<file path="config.mk">
export PLATFORM = sky130hd
export DESIGN_NAME = lowspeed_initiator
export DESIGN_NICKNAME = d
export VERILOG_FILES = /design/src/rtl/lowspeed_pkg.sv /design/src/rtl/lowspeed_timeout.sv /design/src/rtl/lowspeed_initiator.sv
export SDC_FILE = /design/constraint.sdc
export NUM_CORES = 1
export LEC_CHECK = 0
export ABC_CLOCK_PERIOD_IN_PS = 2700
export CAP_MARGIN = 10
export CORE_UTILIZATION = 45
export CTS_BUF_LIST = sky130_fd_sc_hd__clkbuf_8
export CTS_CLUSTER_DIAMETER = 80
export DETAILED_ROUTE_END_ITERATION = 10
export HOLD_SLACK_MARGIN = 0.03
export PLACE_DENSITY = 0.83
export SLEW_MARGIN = 15
export SYNTH_ARGS = -nofsm -noshare
export SYNTH_HDL_FRONTEND = slang
export SYNTH_SLANG_ARGS = --single-unit
</file>
<file path="constraint.sdc">
create_clock -name clock -period 2.7 [get_ports clock]
set_input_delay 0.405 -clock clock [delete_from_list [all_inputs] [get_ports clock]]
set_output_delay 0.405 -clock clock [all_outputs]
set_load 0.005 [all_outputs]
</file>
<file path="src/rtl/lowspeed_pkg.sv">
// rtl/lowspeed_pkg.sv - shared states, opcodes and limits for the lowspeed byte protocol
package lowspeed_pkg;

    typedef enum logic [2:0] {
        ST_IDLE,
        ST_SEND_OP,
        ST_SEND_ARG,
        ST_SEND_CSUM,
        ST_WAIT_RESP,
        ST_DONE
    } ls_state_t;

    // Opcodes understood by lowspeed_core on the far side of the link.
    localparam logic [7:0] OP_NOP       = 8'h00;
    localparam logic [7:0] OP_ECHO      = 8'h01;
    localparam logic [7:0] OP_READ_REG  = 8'h02;
    localparam logic [7:0] OP_WRITE_REG = 8'h03;
    localparam logic [7:0] OP_STATUS    = 8'h04;
    localparam logic [7:0] OP_SELFTEST  = 8'h05;

    localparam int LS_MAX_ARGS_LIMIT = 7;
    localparam int LS_MAX_RESP_LIMIT = 7;

    localparam logic [7:0] CSUM_INIT = 8'h00;

    function automatic logic [2:0] clamp_count(input logic [2:0] n, input logic [2:0] limit);
        return (n > limit) ? limit : n;
    endfunction

endpackage

</file>
<file path="src/rtl/lowspeed_timeout.sv">
// rtl/lowspeed_timeout.sv - clear/enable saturating idle counter with expired flag
module lowspeed_timeout #(
    parameter int TIMEOUT_CYCLES = 120000
) (
    input  logic clock,
    input  logic reset_n,
    input  logic clear,
    input  logic enable,
    output logic expired
);

    localparam int W = $clog2(TIMEOUT_CYCLES + 1);
    localparam logic [W-1:0] LIMIT    = W'(TIMEOUT_CYCLES);
    localparam logic [W-1:0] LIMIT_M1 = W'(TIMEOUT_CYCLES - 1);

    logic [W-1:0] count;

    always_ff @(posedge clock or negedge reset_n) begin
        if (!reset_n) begin
            count <= '0;
        end else if (clear) begin
            count <= '0;
        end else if (enable && count != LIMIT) begin
            count <= count + W'(1);
        end
    end

    // Flags the clock on which the count reaches the limit so the consumer can act on that same edge.
    assign expired = (count == LIMIT) || (enable && !clear && count == LIMIT_M1);

endmodule

</file>
<file path="src/rtl/lowspeed_initiator.sv">
// rtl/lowspeed_initiator.sv - lowspeed command initiator; optional LOWSPEED_INITIATOR_CHECKSUM_EN
module lowspeed_initiator
    import lowspeed_pkg::*;
#(
    parameter int MAX_ARGS       = 4,
    parameter int MAX_RESP       = 4,
    parameter int TIMEOUT_CYCLES = 120000
) (
    input  logic                  clock,
    input  logic                  reset_n,
    input  logic                  cmd_valid_i,
    output logic                  cmd_ready_o,
    input  logic [7:0]            cmd_opcode_i,
    input  logic [8*MAX_ARGS-1:0] cmd_args_i,
    input  logic [2:0]            cmd_nargs_i,
    input  logic [2:0]            cmd_nresp_i,
    output logic [7:0]            write_data_o,
    output logic                  write_valid_o,
    input  logic                  write_ready_i,
    input  logic [7:0]            read_data_i,
    input  logic                  read_valid_i,
    output logic                  resp_valid_o,
    output logic [8*MAX_RESP-1:0] resp_data_o,
    output logic [2:0]            resp_count_o,
    output logic                  resp_timeout_o,
    output logic                  resp_bad_csum_o,
    output logic                  error_unexpected_o
);

`ifdef LOWSPEED_INITIATOR_CHECKSUM_EN
    localparam ls_state_t ST_AFTER_ARGS = ST_SEND_CSUM;
`else
    localparam ls_state_t ST_AFTER_ARGS = ST_WAIT_RESP;
`endif

    ls_state_t             state;
    logic [7:0]            opcode_q;
    logic [8*MAX_ARGS-1:0] args_q;
    logic [2:0]            nargs_q;
    logic [2:0]            nresp_q;
    logic [2:0]            arg_idx;
    logic                  guard_q;
    logic [7:0]            tx_byte;
    logic                  sending;
    logic                  strobe;
    logic                  last_arg;
    logic                  tmo_clear;
    logic                  tmo_enable;
    logic                  tmo_expired;
`ifdef LOWSPEED_INITIATOR_CHECKSUM_EN
    logic [7:0]            tx_csum;
    logic [7:0]            rx_csum;
`endif

    always_comb begin
        tx_byte = 8'h00;
        case (state)
            ST_SEND_OP:   tx_byte = opcode_q;
            ST_SEND_ARG:  tx_byte = args_q[8*int'(arg_idx) +: 8];
`ifdef LOWSPEED_INITIATOR_CHECKSUM_EN
            ST_SEND_CSUM: tx_byte = tx_csum;
`endif
            default:      tx_byte = 8'h00;
        endcase
    end

    // The transmitter's busy flag lags a write by one clock, so a strobe is never issued
    // in the cycle right after another one.
    assign sending       = (state == ST_SEND_OP) || (state == ST_SEND_ARG) || (state == ST_SEND_CSUM);
    assign strobe        = sending && !guard_q && write_ready_i;
    assign write_valid_o = strobe;
    assign write_data_o  = strobe ? tx_byte : 8'h00;
    assign last_arg      = (arg_idx == nargs_q - 3'd1);
    assign cmd_ready_o   = (state == ST_IDLE);

    assign tmo_enable = (state == ST_WAIT_RESP);
    assign tmo_clear  = (state != ST_WAIT_RESP) || read_valid_i;

    lowspeed_timeout #(
        .TIMEOUT_CYCLES(TIMEOUT_CYCLES)
    ) u_timeout (
        .clock   (clock),
        .reset_n (reset_n),
        .clear   (tmo_clear),
        .enable  (tmo_enable),
        .expired (tmo_expired)
    );

`ifndef LOWSPEED_INITIATOR_CHECKSUM_EN
    assign resp_bad_csum_o = 1'b0;
`endif

    always_ff @(posedge clock or negedge reset_n) begin
        if (!reset_n) begin
            state              <= ST_IDLE;
            opcode_q           <= '0;
            args_q             <= '0;
            nargs_q            <= '0;
            nresp_q            <= '0;
            arg_idx            <= '0;
            guard_q            <= 1'b0;
            resp_valid_o       <= 1'b0;
            resp_data_o        <= '0;
            resp_count_o       <= '0;
            resp_timeout_o     <= 1'b0;
            error_unexpected_o <= 1'b0;
`ifdef LOWSPEED_INITIATOR_CHECKSUM_EN
            tx_csum            <= CSUM_INIT;
            rx_csum            <= CSUM_INIT;
            resp_bad_csum_o    <= 1'b0;
`endif
        end else begin
            resp_valid_o       <= 1'b0;
            guard_q            <= strobe;
            error_unexpected_o <= read_valid_i && (state != ST_WAIT_RESP);
            case (state)
                ST_IDLE: begin
                    if (cmd_valid_i) begin
                        opcode_q       <= cmd_opcode_i;
                        args_q         <= cmd_args_i;
                        nargs_q        <= clamp_count(cmd_nargs_i, 3'(MAX_ARGS));
                        nresp_q        <= clamp_count(cmd_nresp_i, 3'(MAX_RESP));
                        resp_data_o    <= '0;
                        resp_count_o   <= '0;
                        resp_timeout_o <= 1'b0;
`ifdef LOWSPEED_INITIATOR_CHECKSUM_EN
                        tx_csum         <= CSUM_INIT ^ cmd_opcode_i;
                        rx_csum         <= CSUM_INIT;
                        resp_bad_csum_o <= 1'b0;
`endif
                        state          <= ST_SEND_OP;
                    end
                end
                ST_SEND_OP: begin
                    if (strobe) begin
                        arg_idx <= '0;
                        state   <= (nargs_q == 3'd0) ? ST_AFTER_ARGS : ST_SEND_ARG;
                    end
                end
                ST_SEND_ARG: begin
                    if (strobe) begin
`ifdef LOWSPEED_INITIATOR_CHECKSUM_EN
                        tx_csum <= tx_csum ^ tx_byte;
`endif
                        arg_idx <= arg_idx + 3'd1;
                        if (last_arg) begin
                            state <= ST_AFTER_ARGS;
                        end
                    end
                end
`ifdef LOWSPEED_INITIATOR_CHECKSUM_EN
                ST_SEND_CSUM: begin
                    if (strobe) begin
                        state <= ST_WAIT_RESP;
                    end
                end
                ST_WAIT_RESP: begin
                    // The byte after the last data byte is the sender's checksum and is not stored.
                    if (read_valid_i) begin
                        if (resp_count_o == nresp_q) begin
                            resp_bad_csum_o <= (read_data_i != rx_csum);
                            resp_valid_o    <= 1'b1;
                            state           <= ST_DONE;
                        end else begin
                            resp_data_o[8*int'(resp_count_o) +: 8] <= read_data_i;
                            resp_count_o <= resp_count_o + 3'd1;
                            rx_csum      <= rx_csum ^ read_data_i;
                        end
                    end else if (tmo_expired) begin
                        resp_timeout_o <= 1'b1;
                        resp_valid_o   <= 1'b1;
                        state          <= ST_DONE;
                    end
                end
`else
                ST_WAIT_RESP: begin
                    if (nresp_q == 3'd0) begin
                        resp_valid_o <= 1'b1;
                        state        <= ST_DONE;
                    end else if (read_valid_i) begin
                        resp_data_o[8*int'(resp_count_o) +: 8] <= read_data_i;
                        resp_count_o <= resp_count_o + 3'd1;
                        if (resp_count_o + 3'd1 == nresp_q) begin
                            resp_valid_o <= 1'b1;
                            state        <= ST_DONE;
                        end
                    end else if (tmo_expired) begin
                        resp_timeout_o <= 1'b1;
                        resp_valid_o   <= 1'b1;
                        state          <= ST_DONE;
                    end
                end
`endif
                ST_DONE: begin
                    state <= ST_IDLE;
                end
                default: begin
                    state <= ST_IDLE;
                end
            endcase
        end
    end

endmodule

</file>
==> impl_metrics.yaml <==
outcome:
  status: "finished clean"
critical_path:
  crit_path_end_kind: "primary output"
  cp.required_ns: 2.30
  rr_worst_depth: 7
  critPathMaxStageDelay_ns: 0.52
  crit_family: "buffers and inverters"
  rrSetupSlack_ns: 0.27
  crit_path_cell_trace: "clkdlybuf4s50_1 -> nor2b_2 -> nand2b_1 -> buf_4 -> nor2_1 -> buf_4 -> nand2_1 -> o21ai_1 -> clkdlybuf4s50_1"
  worstPathArrival_ns: 2.22
  criticalPathCategory: "in2out"
  timing.rr.start: "resp_count_o[0]$_DFFE_PN0P_"
  cp_max_fo: 8
  r2r_end: "resp_data_o[7]$_DFFE_PN0P_"
  slowest_stage: "clkdlybuf4s50_1"
  start_kind: "input pin"
  cp_num_buf_inv: 4
grt:
  antenna_found_initial: 0
  grt_max_degree: 63
  grt_overflow: 0
  first_global_vias: 4072
  track_usage: 0.215
  grt_first_pass_wirelength_mm: 19.6
route:
  firstDrtPassIters: 4
  drcViolationCount: 0
  postRouteAntennaNets: 0
  vias: 4178
  wl_per_cell_um: 15.0
  wl_met1_mm: 5.06
  drt-total-wl_mm: 11.7
  routed-wl-met2_mm: 5.86
  vias_per_cell: 5.34
  highest_layer: "met4"
  drtIter0Drc: 193
  wl_met3_um: 660
timing:
  drv_slew: 0
  rsz0062_at_grt: "false"
  finalWorstSetupSlack_ns: 0.0762
  relSlewSlack: 0.587
  fin_skew_ns: 0.0155
  tns_ns: 0
  finalHoldViolCount: 0
  worst_slew_pin_slew_ns: 0.620
  timing.final.crit_share: 0.972
  period_minus_slack_ns: 2.62
  worst_hold_slack_ns: 0.0272
  setup_viol: 0
  timing.fmax_mhz: 381
power:
  p_sw_mw: 2.10
  power_frac_seq: 0.443
  p_per_area_mw_per_mm2: 835
  intPower_mw: 3.35
  leakagePower_nw: 3.06
  p_clk_frac: 0.185
  sw_frac_of_total: 0.385
  power.share.combinational: 0.372
  vdd_drop_max_v: 0.000474
synth:
  yosysMostFrequentCell: "nand2_1"
  yosys_warnings: 0
  synth_edf_count: 0
  synth_cell_type_count: 53
  synthTopCellsByCount: "nand2_1, dfrtp_1, o21ai_0"
  synth_seq_cells: 108
  ys.flop_type: "dfrtp_1"
  syn_nets: 602
  syn_inst: 535
  yosysSeqAreaShare: 0.533
  syn_area_per_cell_um2: 9.48
  synth_top_area_share: 0.533
  yosysTopAreaCell: "dfrtp_1"
  netlist_area_mm2: 0.00507
  yosys-top-cells-area: "dfrtp_1, nand2_1, mux4_2"
  synthArstFlopShare: 1.00
die:
  start_util: 0.466
  pin_count: 108
  dieArea_mm2: 0.0117
  fp-row-count: 38
  die_h_um: 108
  die_w_um: 108
  core_region_area_mm2: 0.0109
cells_and_area:
  fin_util: 0.600
  insertedDiodeCount: 0
  fin_nets: 704
  layout-drive-gt1-share: 0.0732
  area_growth_pct: 28.8
  design_area_mm2: 0.00653
  fillers: 915
place:
  hpwl_mm: 8.58
  port_buffers: 106
  routabilityCongestion: 0.875
  pre_cts_ws_ns: -0.0226
  place_area_mm2: 0.00628
clocking:
  insertion_delay_ns: 0.38
  clk_pin_slew_ns: 0.11
  holdBufCountCts: 0
  h-tree-depth: 3
  cts_buffers: 9
  ctsLongestPathBuffers: 2
  cts_tree: "yes"
  cts_sinks: 108
  cts-root-buf: "clkbuf_8"
hold_path:
  hold_path_class: "in2async"
run:
  maxCapViolCount: 0
how the worst max path moves through the flow:
stage                                           start                           to  slack (ns)  depth (start not counted)
final                                   write_ready_i              write_data_o[3]        0.08                          9
after global routing                    write_ready_i              write_data_o[3]       0.009                          9
after global placement                  write_ready_i              write_data_o[5]        0.03                          8
after floorplan           resp_count_o[0]$_DFFE_PN0P_  resp_data_o[24]$_DFFE_PN0P_        0.60                          9
after CTS                               write_ready_i              write_data_o[3]        0.01                          8
after detailed placement                write_ready_i              write_data_o[5]       -0.02                          8
power groups by stage:
| stage | Sequential, mW | Clock [mW] | Combinational [mW] |
|---|---|---|---|
| finish | 2.42 | 1.01 | 2.03 |
| CTS | 2.42 | 1.03 | 2.04 |
| detailed placement | 2.44 | 0 | 2.03 |
| global placement | 2.41 | 0 | 1.94 |
| floorplan | 2.28 | 0 | 1.42 |
| global route | 2.48 | 1.10 | 2.30 |
registers in the layout, summed over array words and instances (netlist names), 3 cells and up:
register and flops:
args_q 32, resp_data_o 32, u_timeout.count 17, opcode_q 8
arg_idx 3, nargs_q 3, nresp_q 3, resp_count_o 3
state 3
per-stage QoR:
step                power, mW  std cells
finish                   5.45        782
global route             5.88        782
CTS                      5.48        781
detailed placement       4.47        765
global placement         4.35        765
floorplan                3.71        535
routing by layer:
| layer | up-vias | GRT usage |
|---|---|---|
| met5 | - | 0 |
| met4 | 0 | 0.0685 |
| met3 | 18 | 0.0446 |
| met2 | 125 | 0.361 |
| met1 | 2051 | 0.277 |
| li1 | 1984 | - |
kinds of logic (layout without fill, tap and decap cells):
logic type | count (synthesis) | in the layout | synth area share
buf+inv | 45 | 152 | 0.0383
other cells | 1 | 1 | 0.000740
xor+xnor | 21 | 21 | 0.0363
fa+ha+maj | 8 | 8 | 0.0197
mux | 10 | 10 | 0.0395
simple gates | 265 | 265 | 0.236
compound gates | 77 | 77 | 0.0963
flops | 108 | 108 | 0.533
cell usage in the layout (no fill, tap or decap), drive strengths merged, types with 4 or more instances in the layout:
cell,count
a21oi,8
clkinv,4
a22o,19
nor3,6
clkbuf,9
inv,22
buf,12
nor2,21
ha,8
dfrtp,108
xnor2,10
clkdlybuf4s50,98
nand4,5
nand2,182
nand3,8
nand2b,7
o21ai,38
mux4,8
dlymetal6s2s,7
nor4,4
nor2b,5
xor2,11
and3,6
cell type report:
| type | count | area, um^2 | share of cell area |
|---|---|---|---|
| clock buffers | 9 | 124 | 0.0190 |
| clock inverters | 7 | 88.8 | 0.0136 |
| inverters | 19 | 71.3 | 0.0109 |
| multi-input cells | 382 | 2180 | 0.334 |
| flip-flops and latches | 108 | 2700 | 0.414 |
| well taps | 140 | 175 | 0.0268 |
| repair buffers | 117 | 1180 | 0.181 |
what timing repair did:
item	4_1_cts	5_1_grt
gates cloned	0	0
buffers inserted	0	1
hold endpoints to repair	0	0
gates resized for setup	2	10
setup endpoints to repair	8	8
worst reg2reg max path, stage by stage (launching register included):
cell	delay (ns)
dfrtp_1	0.56
inv_1	0.13
ha_1	0.22
ha_1	0.28
nor4b_1	0.37
nand2_1	0.11
nor2_1	0.50
a22o_1	0.23
Power figures use the tool's default switching activity.
